==> src/rtl/square_seq_pkg.sv <==
// Shared widths, saturation constant and FSM encoding for the sequential squarer.
package square_seq_pkg;

    localparam int unsigned MAX_NUM  = 21;
    localparam int unsigned ACC_W    = 2 * MAX_NUM;
    localparam int unsigned SQ_STEPS = MAX_NUM;
    localparam int unsigned CNT_W    = $clog2(SQ_STEPS + 1);

    localparam logic [MAX_NUM-1:0] SQ_SAT = {MAX_NUM{1'b1}};

    typedef enum logic [1:0] {
        SQ_IDLE = 2'd0,
        SQ_CALC = 2'd1,
        SQ_DONE = 2'd2
    } sq_state_t;

endpackage

==> src/rtl/square_seq_if.sv <==
// Start/busy/done handshake between the calculator FSM and the squarer.
interface square_seq_if;
    import square_seq_pkg::*;

    logic               start;
    logic [MAX_NUM-1:0] x;
    logic               busy;
    logic               done;
    logic [MAX_NUM-1:0] y;
    logic               overflow;

    modport master (output start, output x, input busy, input done, input y, input overflow);
    modport slave  (input start, input x, output busy, output done, output y, output overflow);

endinterface

==> src/rtl/square_seq.sv <==
// Radix-2 shift-add squarer: one multiplier bit per clock, saturating 21-bit result.
module square_seq
    import square_seq_pkg::*;
(
    input  logic         clk,
    input  logic         rst,
    square_seq_if.slave  sq
);

    sq_state_t          state, state_n;
    logic [ACC_W-1:0]   mcand, mcand_n;
    logic [MAX_NUM-1:0] mplier, mplier_n;
    logic [ACC_W-1:0]   acc, acc_n;
    logic [CNT_W-1:0]   cnt, cnt_n;
    logic               busy_q, busy_n;
    logic               done_q, done_n;
    logic [MAX_NUM-1:0] y_q, y_n;
    logic               ovf_q, ovf_n;

    // State and datapath registers
    always_ff @(posedge clk or posedge rst) begin
        if (rst) begin
            state  <= SQ_IDLE;
            mcand  <= '0;
            mplier <= '0;
            acc    <= '0;
            cnt    <= '0;
            busy_q <= 1'b0;
            done_q <= 1'b0;
            y_q    <= '0;
            ovf_q  <= 1'b0;
        end else begin
            state  <= state_n;
            mcand  <= mcand_n;
            mplier <= mplier_n;
            acc    <= acc_n;
            cnt    <= cnt_n;
            busy_q <= busy_n;
            done_q <= done_n;
            y_q    <= y_n;
            ovf_q  <= ovf_n;
        end
    end

    // Next-state, shift-add step and result capture
    always_comb begin
        state_n  = state;
        mcand_n  = mcand;
        mplier_n = mplier;
        acc_n    = acc;
        cnt_n    = cnt;
        busy_n   = busy_q;
        done_n   = 1'b0;
        y_n      = y_q;
        ovf_n    = ovf_q;

        case (state)
            SQ_IDLE: begin
                if (sq.start) begin
                    mcand_n  = ACC_W'(sq.x);
                    mplier_n = sq.x;
                    acc_n    = '0;
                    cnt_n    = '0;
                    busy_n   = 1'b1;
                    state_n  = SQ_CALC;
                end
            end
            SQ_CALC: begin
                acc_n    = acc + (mplier[0] ? mcand : '0);
                mcand_n  = mcand << 1;
                mplier_n = mplier >> 1;
                cnt_n    = cnt + CNT_W'(1);
                // Result is taken from the post-step accumulator on the final step
                if (cnt == CNT_W'(SQ_STEPS - 1)) begin
                    state_n = SQ_DONE;
                    done_n  = 1'b1;
                    if (acc_n[ACC_W-1:MAX_NUM] != '0) begin
                        y_n   = SQ_SAT;
                        ovf_n = 1'b1;
                    end else begin
                        y_n   = acc_n[MAX_NUM-1:0];
                        ovf_n = 1'b0;
                    end
                end
            end
            SQ_DONE: begin
                busy_n  = 1'b0;
                state_n = SQ_IDLE;
            end
            default: begin
                state_n = SQ_IDLE;
            end
        endcase
    end

    assign sq.busy     = busy_q;
    assign sq.done     = done_q;
    assign sq.y        = y_q;
    assign sq.overflow = ovf_q;

endmodule

==> src/flat_wrapper.sv <==
// flat-port wrapper written by rule: the top's interface ports become plain ports
module square_seq_flat import square_seq_pkg::*;
  (clk, rst, sq_start, sq_x, sq_busy, sq_done, sq_y, sq_overflow);
  square_seq_if sq_i ();
  input  logic clk;
  input  logic rst;
  input wire logic [$bits(sq_i.start)-1:0] sq_start;
  input wire logic [$bits(sq_i.x)-1:0] sq_x;
  output wire logic [$bits(sq_i.busy)-1:0] sq_busy;
  output wire logic [$bits(sq_i.done)-1:0] sq_done;
  output wire logic [$bits(sq_i.y)-1:0] sq_y;
  output wire logic [$bits(sq_i.overflow)-1:0] sq_overflow;
  assign sq_i.start = sq_start;
  assign sq_i.x = sq_x;
  assign sq_busy = sq_i.busy;
  assign sq_done = sq_i.done;
  assign sq_y = sq_i.y;
  assign sq_overflow = sq_i.overflow;
  square_seq u_core (.clk(clk), .rst(rst), .sq(sq_i));
endmodule
==> config.mk <==
export PLATFORM = sky130hd
export DESIGN_NAME = square_seq_flat
export DESIGN_NICKNAME = d
export VERILOG_FILES = /design/src/rtl/square_seq_pkg.sv /design/src/rtl/square_seq_if.sv /design/src/rtl/square_seq.sv /design/src/flat_wrapper.sv
export SDC_FILE = /design/constraint.sdc
export NUM_CORES = 1
export LEC_CHECK = 0
export ABC_AREA = 1
export BUFFER_PORTS_ARGS = -buffer_cell sky130_fd_sc_hd__buf_2
export CORE_ASPECT_RATIO = 1.4
export CORE_UTILIZATION = 58
export DETAILED_ROUTE_END_ITERATION = 12
export PLACE_DENSITY = 0.83
export SYNTH_ARGS = -nofsm -noshare
export SYNTH_HDL_FRONTEND = slang
export SYNTH_SLANG_ARGS = --single-unit
==> constraint.sdc <==
create_clock -name clk -period 9.57 [get_ports clk]
set_input_delay 2.871 -clock clk [delete_from_list [all_inputs] [get_ports clk]]
set_output_delay 2.871 -clock clk [all_outputs]
set_load 0.05 [all_outputs]
# Yosys cells after proc, flatten, opt, wreduce, memory -nomap -nowiden
# Cells that the tools add are included.
# word_totals
register_bits	136
output_inout_bits	24
# op_classes
addsub	2
eq_ne	5
mux	18
n_reduce_logical	8
# op_table
operator	count
$pmux W42 S2	2
$mux W42	3
$add A42 B42 Y42	1
$mux W21	2
$pmux W21 S2	1
$reduce_bool A21 Y1	1
$pmux W5 S2	1
$reduce_and A2 Y1	4
$add A5 B1 Y5 const B	1
$eq A5 B5 Y1 const B	1
$mux W5	1
$mux W1	4
$mux W2	2
$pmux W2 S2	1
$reduce_bool A2 Y1	2
$eq A2 B1 Y1 const B	1
$eq A2 B2 Y1 const B	1
$logic_not A2 Y1	1
$ne A2 B1 Y1 const B	1
$ne A2 B2 Y1 const B	1
$pmux W1 S2	1

# Depth between registers and ports, before layout
# logic_depth
depth_word	4
depth_mapped	24
ltp_nobuf	21

# Worst setup path after synthesis
# No wires, ideal clock.
# synth_path
path_kind	input port to flip-flop
startpoint	in sq_start
endpoint	reg u_core.acc[0]
setup_ns	0.083
arrival_ns	3.872
required_ns	9.487
setup_slack_ns	5.616
stages	7
path_cell_list	nand2_1 -> nor2_1 -> nor2_1 -> clkbuf_1 -> clkbuf_1 -> nand2_1 -> o21ai_0
# synth_via
elab_chain_len	2
# synth_lines
item	line	rtl
start, declared	flat_wrapper.sv:7	input wire logic [$bits(sq_i.start)-1:0] sq_start;
$ne A2 B2 Y1 (no line)	-	
$reduce_and A2 Y1 (no line)	-	
end signal, assigned	square_seq.sv:36	acc <= acc_n;
end, declared	square_seq.sv:13	logic [ACC_W-1:0] acc, acc_n;
# No other way between the ends.
# A chain may end at the register's enable or synchronous reset.

# Final worst setup path
# layout_path
startpoint	in sq_start
endpoint	reg u_core.mcand[9]
# layout_via
elab_chain_len	2
# layout_lines
item	line	rtl
$ne A2 B2 Y1 (no line)	-	
$reduce_and A2 Y1 (no line)	-	
end signal, assigned	square_seq.sv:34	mcand <= mcand_n;
end, declared	square_seq.sv:11	logic [ACC_W-1:0] mcand, mcand_n;
# No other way between the ends.

==> out/qor.yml <==
max_freq_mhz: 245.0
post_cts_buffers: 0
place_area_um2: 9324
peakVddDrop_mv: 0.2407
cap_violations: 0
cp_num_buf_inv: 3
numCtsBuffers: 17
antenna_found_initial: 0
worst_setup_path_end_kind: "register"
syn_avg_cell_area_um2: 6.657
setup_tns_ns: 0
yosys-top-cells-area: "dfrtp_1 38%, nand2_1 22%, inv_1 10%, ha_1 6.0%, nand3_1 4.4%"
core_area_um2: 15050
yosysTopAreaCell: "dfrtp_1"
root_buffer: "clkbuf_16"
cts_buffer_depth: 2
postRouteAntennaNets: 0
crit_fanout: 85
dp.cells: 1552
final_area_um2: 9898
final_nets: 1447
clk_latency_ns: 0.44
ys_ff_latch: 136
critical-path-max-stage-delay_ns: 0.71
post_drt_wl_per_cell_um: 15.51
rsz0062_at_grt: "no"
worst_pin_slew_ns: 0.9551
drt-vias-per-instance: 5.275
grt_pass1_vias: 8164
synth_top_area_share_pct: 38.12
grt_max_degree: 86
syn_nets: 1409
grt_pass1_wl_mm: 39.50
ys_seq_area_share_pct: 38.12
port_buffers: 47
initial_utilization_pct: 59.31
dieWidth_um: 106.9
die_y_um: 148.8
hold_buffers: 0
post-route-period-util_pct: 42.64
cellPowerDensity_nw_per_um2: 369.1
ios: 48
routabilityCongestion: 0.9607
clk_pin_slew_ns: 0.06
startpoint_type: "input pin"
cts_tree: "done"
path_cells: "buf_2 -> nand2_1 -> nor2_1 -> buf_4 -> nor2_4 -> buf_4 -> nand2_1 -> nand3_1"
crit_required_ns: 9.93
drv_slew: 0
power.leakage_nw: 5.637
grt_usage_pct: 32.73
n_fill_cell: 1359
final_cells: 1584
drt_first_pass_iters: 5
syn_to_final_growth_pct: 10.88
synthCells: 1341
synth_cell_types: 36
drive_gt1_share_pct: 7.687
skew_ns: 0.008076
cp_top_family: "buffers and inverters"
synth_area_um2: 8927
arrival_ns: 4.44
status: "finished, final reports clean"
cts_resized: 0
cpMaxStageDelayCell: "buf_4"
crit_type: "in -> reg"
routed_wl_mm: 24.56
relSlewSlack_pct: 36.33
finalSetupViolCount: 0
yosysWarningCount: 0
ctsHtreeMaxLevel: 4
grt.overflow.total: 0
drc: 0
dieArea_um2: 15900
hpwl_mm: 18.37
vias: 8356
post-route-min-period_ns: 4.081
diodes: 0
cts_sinks: 136
hold_class: "reg -> reg"
hold_viol_final: 0
rows: 53
initialDrtViolationCount: 518
## synthesized netlist by cell type
cell type / number
nand2_1: 517
inv_1: 241
dfrtp_1: 136
nor2_1: 83
nand3_1: 79
o21ai_0: 70
ha_1: 43
a21oi_1: 33
clkbuf_1: 31
o22ai_1: 21
xnor2_1: 14
nand4_1: 9
a22o_1: 8
nand2_2: 8
nor3_1: 7
o21bai_1: 7
xor2_1: 7
nand3_2: 4
nand3b_1: 3
buf_1: 2
buf_6: 2
nor2_2: 2
a21o_1: 1
a21oi_2: 1
a31oi_1: 1
a32o_1: 1
clkinv_1: 1
fa_1: 1
mux2i_1: 1
nor3_2: 1
nor4_1: 1
o211ai_1: 1
o21a_1: 1
o21ai_1: 1
o21ai_2: 1
or2_2: 1
## cells in the final DEF, fill, tap and decap left out, types with 8 or more instances in the layout
| cell | count |
|---|---|
| a21oi_1 | 33 |
| a22o_1 | 8 |
| buf_2 | 47 |
| clkbuf_16 | 17 |
| dfrtp_1 | 136 |
| ha_1 | 43 |
| inv_1 | 240 |
| nand2_1 | 516 |
| nand2_2 | 9 |
| nand3_1 | 79 |
| nand4_1 | 9 |
| nor2_1 | 82 |
| o21ai_0 | 70 |
| o22ai_1 | 21 |
| xnor2_1 | 14 |
## through the flow
step	utilization, %	hold WS (ns)	setup WS [ns]	total power, mW
final	65.76	0.4836	5.489	3.654
after global routing	65.76	0.5055	5.328	3.932
after CTS	65.76	0.4861	5.513	3.658
after detailed placement	61.94	0.4698	5.132	2.980
after global placement	61.94	0.4635	5.169	2.922
after floorplan	-	0.4489	3.060	2.448
## path summary, 6_finish.rpt
path                            depth (start not counted)  slack, ns                 end                from
worst max-delay path                                    8       5.49     u_core.mcand[9]            sq_start
worst min-delay path                                    2       0.48  u_core.sq.overflow  u_core.sq.overflow
worst max register to register                         22       5.74      u_core.sq.y[2]    u_core.mplier[0]
worst min register to register                          2       0.48  u_core.sq.overflow  u_core.sq.overflow
max in group asynchronous                               3       5.69      u_core.sq.y[9]                 rst
min in group asynchronous                               2       2.50   u_core.mplier[15]                 rst
## layer usage
metal	up-vias	global-route usage, %	share of wire, %
met2	240	56.29	50
met5	-	0	0
met1	3815	36.24	38
met3	93	5.548	4.4
met4	0	23.77	7.3
li1	4208	-	-
## sequential cells by signal (all words and copies together) (netlist names)
| signal | count |
|---|---|
| u_core.sq.y | 21 |
| u_core.sq.done | 1 |
| u_core.sq.overflow | 1 |
| u_core.mcand | 42 |
| u_core.state | 2 |
| u_core.mplier | 21 |
| u_core.acc | 42 |
| u_core.sq.busy | 1 |
| u_core.cnt | 5 |
## final cells by class
| type | count | area, um^2 | area share [%] |
|---|---|---|---|
| clock inverters | 14 | 135.1 | 1.365 |
| flip-flops and latches | 136 | 3403 | 34.38 |
| clock buffers | 18 | 439.2 | 4.437 |
| repair buffers | 54 | 287.8 | 2.907 |
| inverters | 242 | 913.4 | 9.228 |
| multi-input cells | 928 | 4479 | 45.25 |
| well taps | 192 | 240.2 | 2.427 |
## worst register-to-register path, stage by stage (launching register included)
cell	delay, ns
dfrtp_1	0.32
buf_4	0.38
nand2_1	0.12
inv_1	0.08
ha_1	0.19
inv_1	0.09
fa_1	0.42
inv_1	0.13
nand3_1	0.10
nand3_1	0.17
nand2_1	0.07
nand2_1	0.16
nand2_1	0.08
nand2_1	0.16
nand2_1	0.14
nand2_1	0.09
nand2_1	0.05
nand2_1	0.10
nand3_1	0.08
nor2_1	0.13
nand3_2	0.15
nand2_2	0.36
nand2_1	0.11
## power breakdown
part           total (mW)  switching (mW)  internal (mW)
combinational        1.98            1.36          0.623
sequential           1.02           0.169          0.849
clock               0.654           0.284          0.370
## logic make-up after synthesis
family                     synth area share [%]
adders and majority gates                 6.251
DFF                                       38.12
xor gates and xnor gates                  2.060
AOI/OAI and AO/OA                         9.306
muxes                                    0.1121
and+or+nand+nor                           32.33
buffers and inverters                     11.81
(Power assumes the default switching activity.)
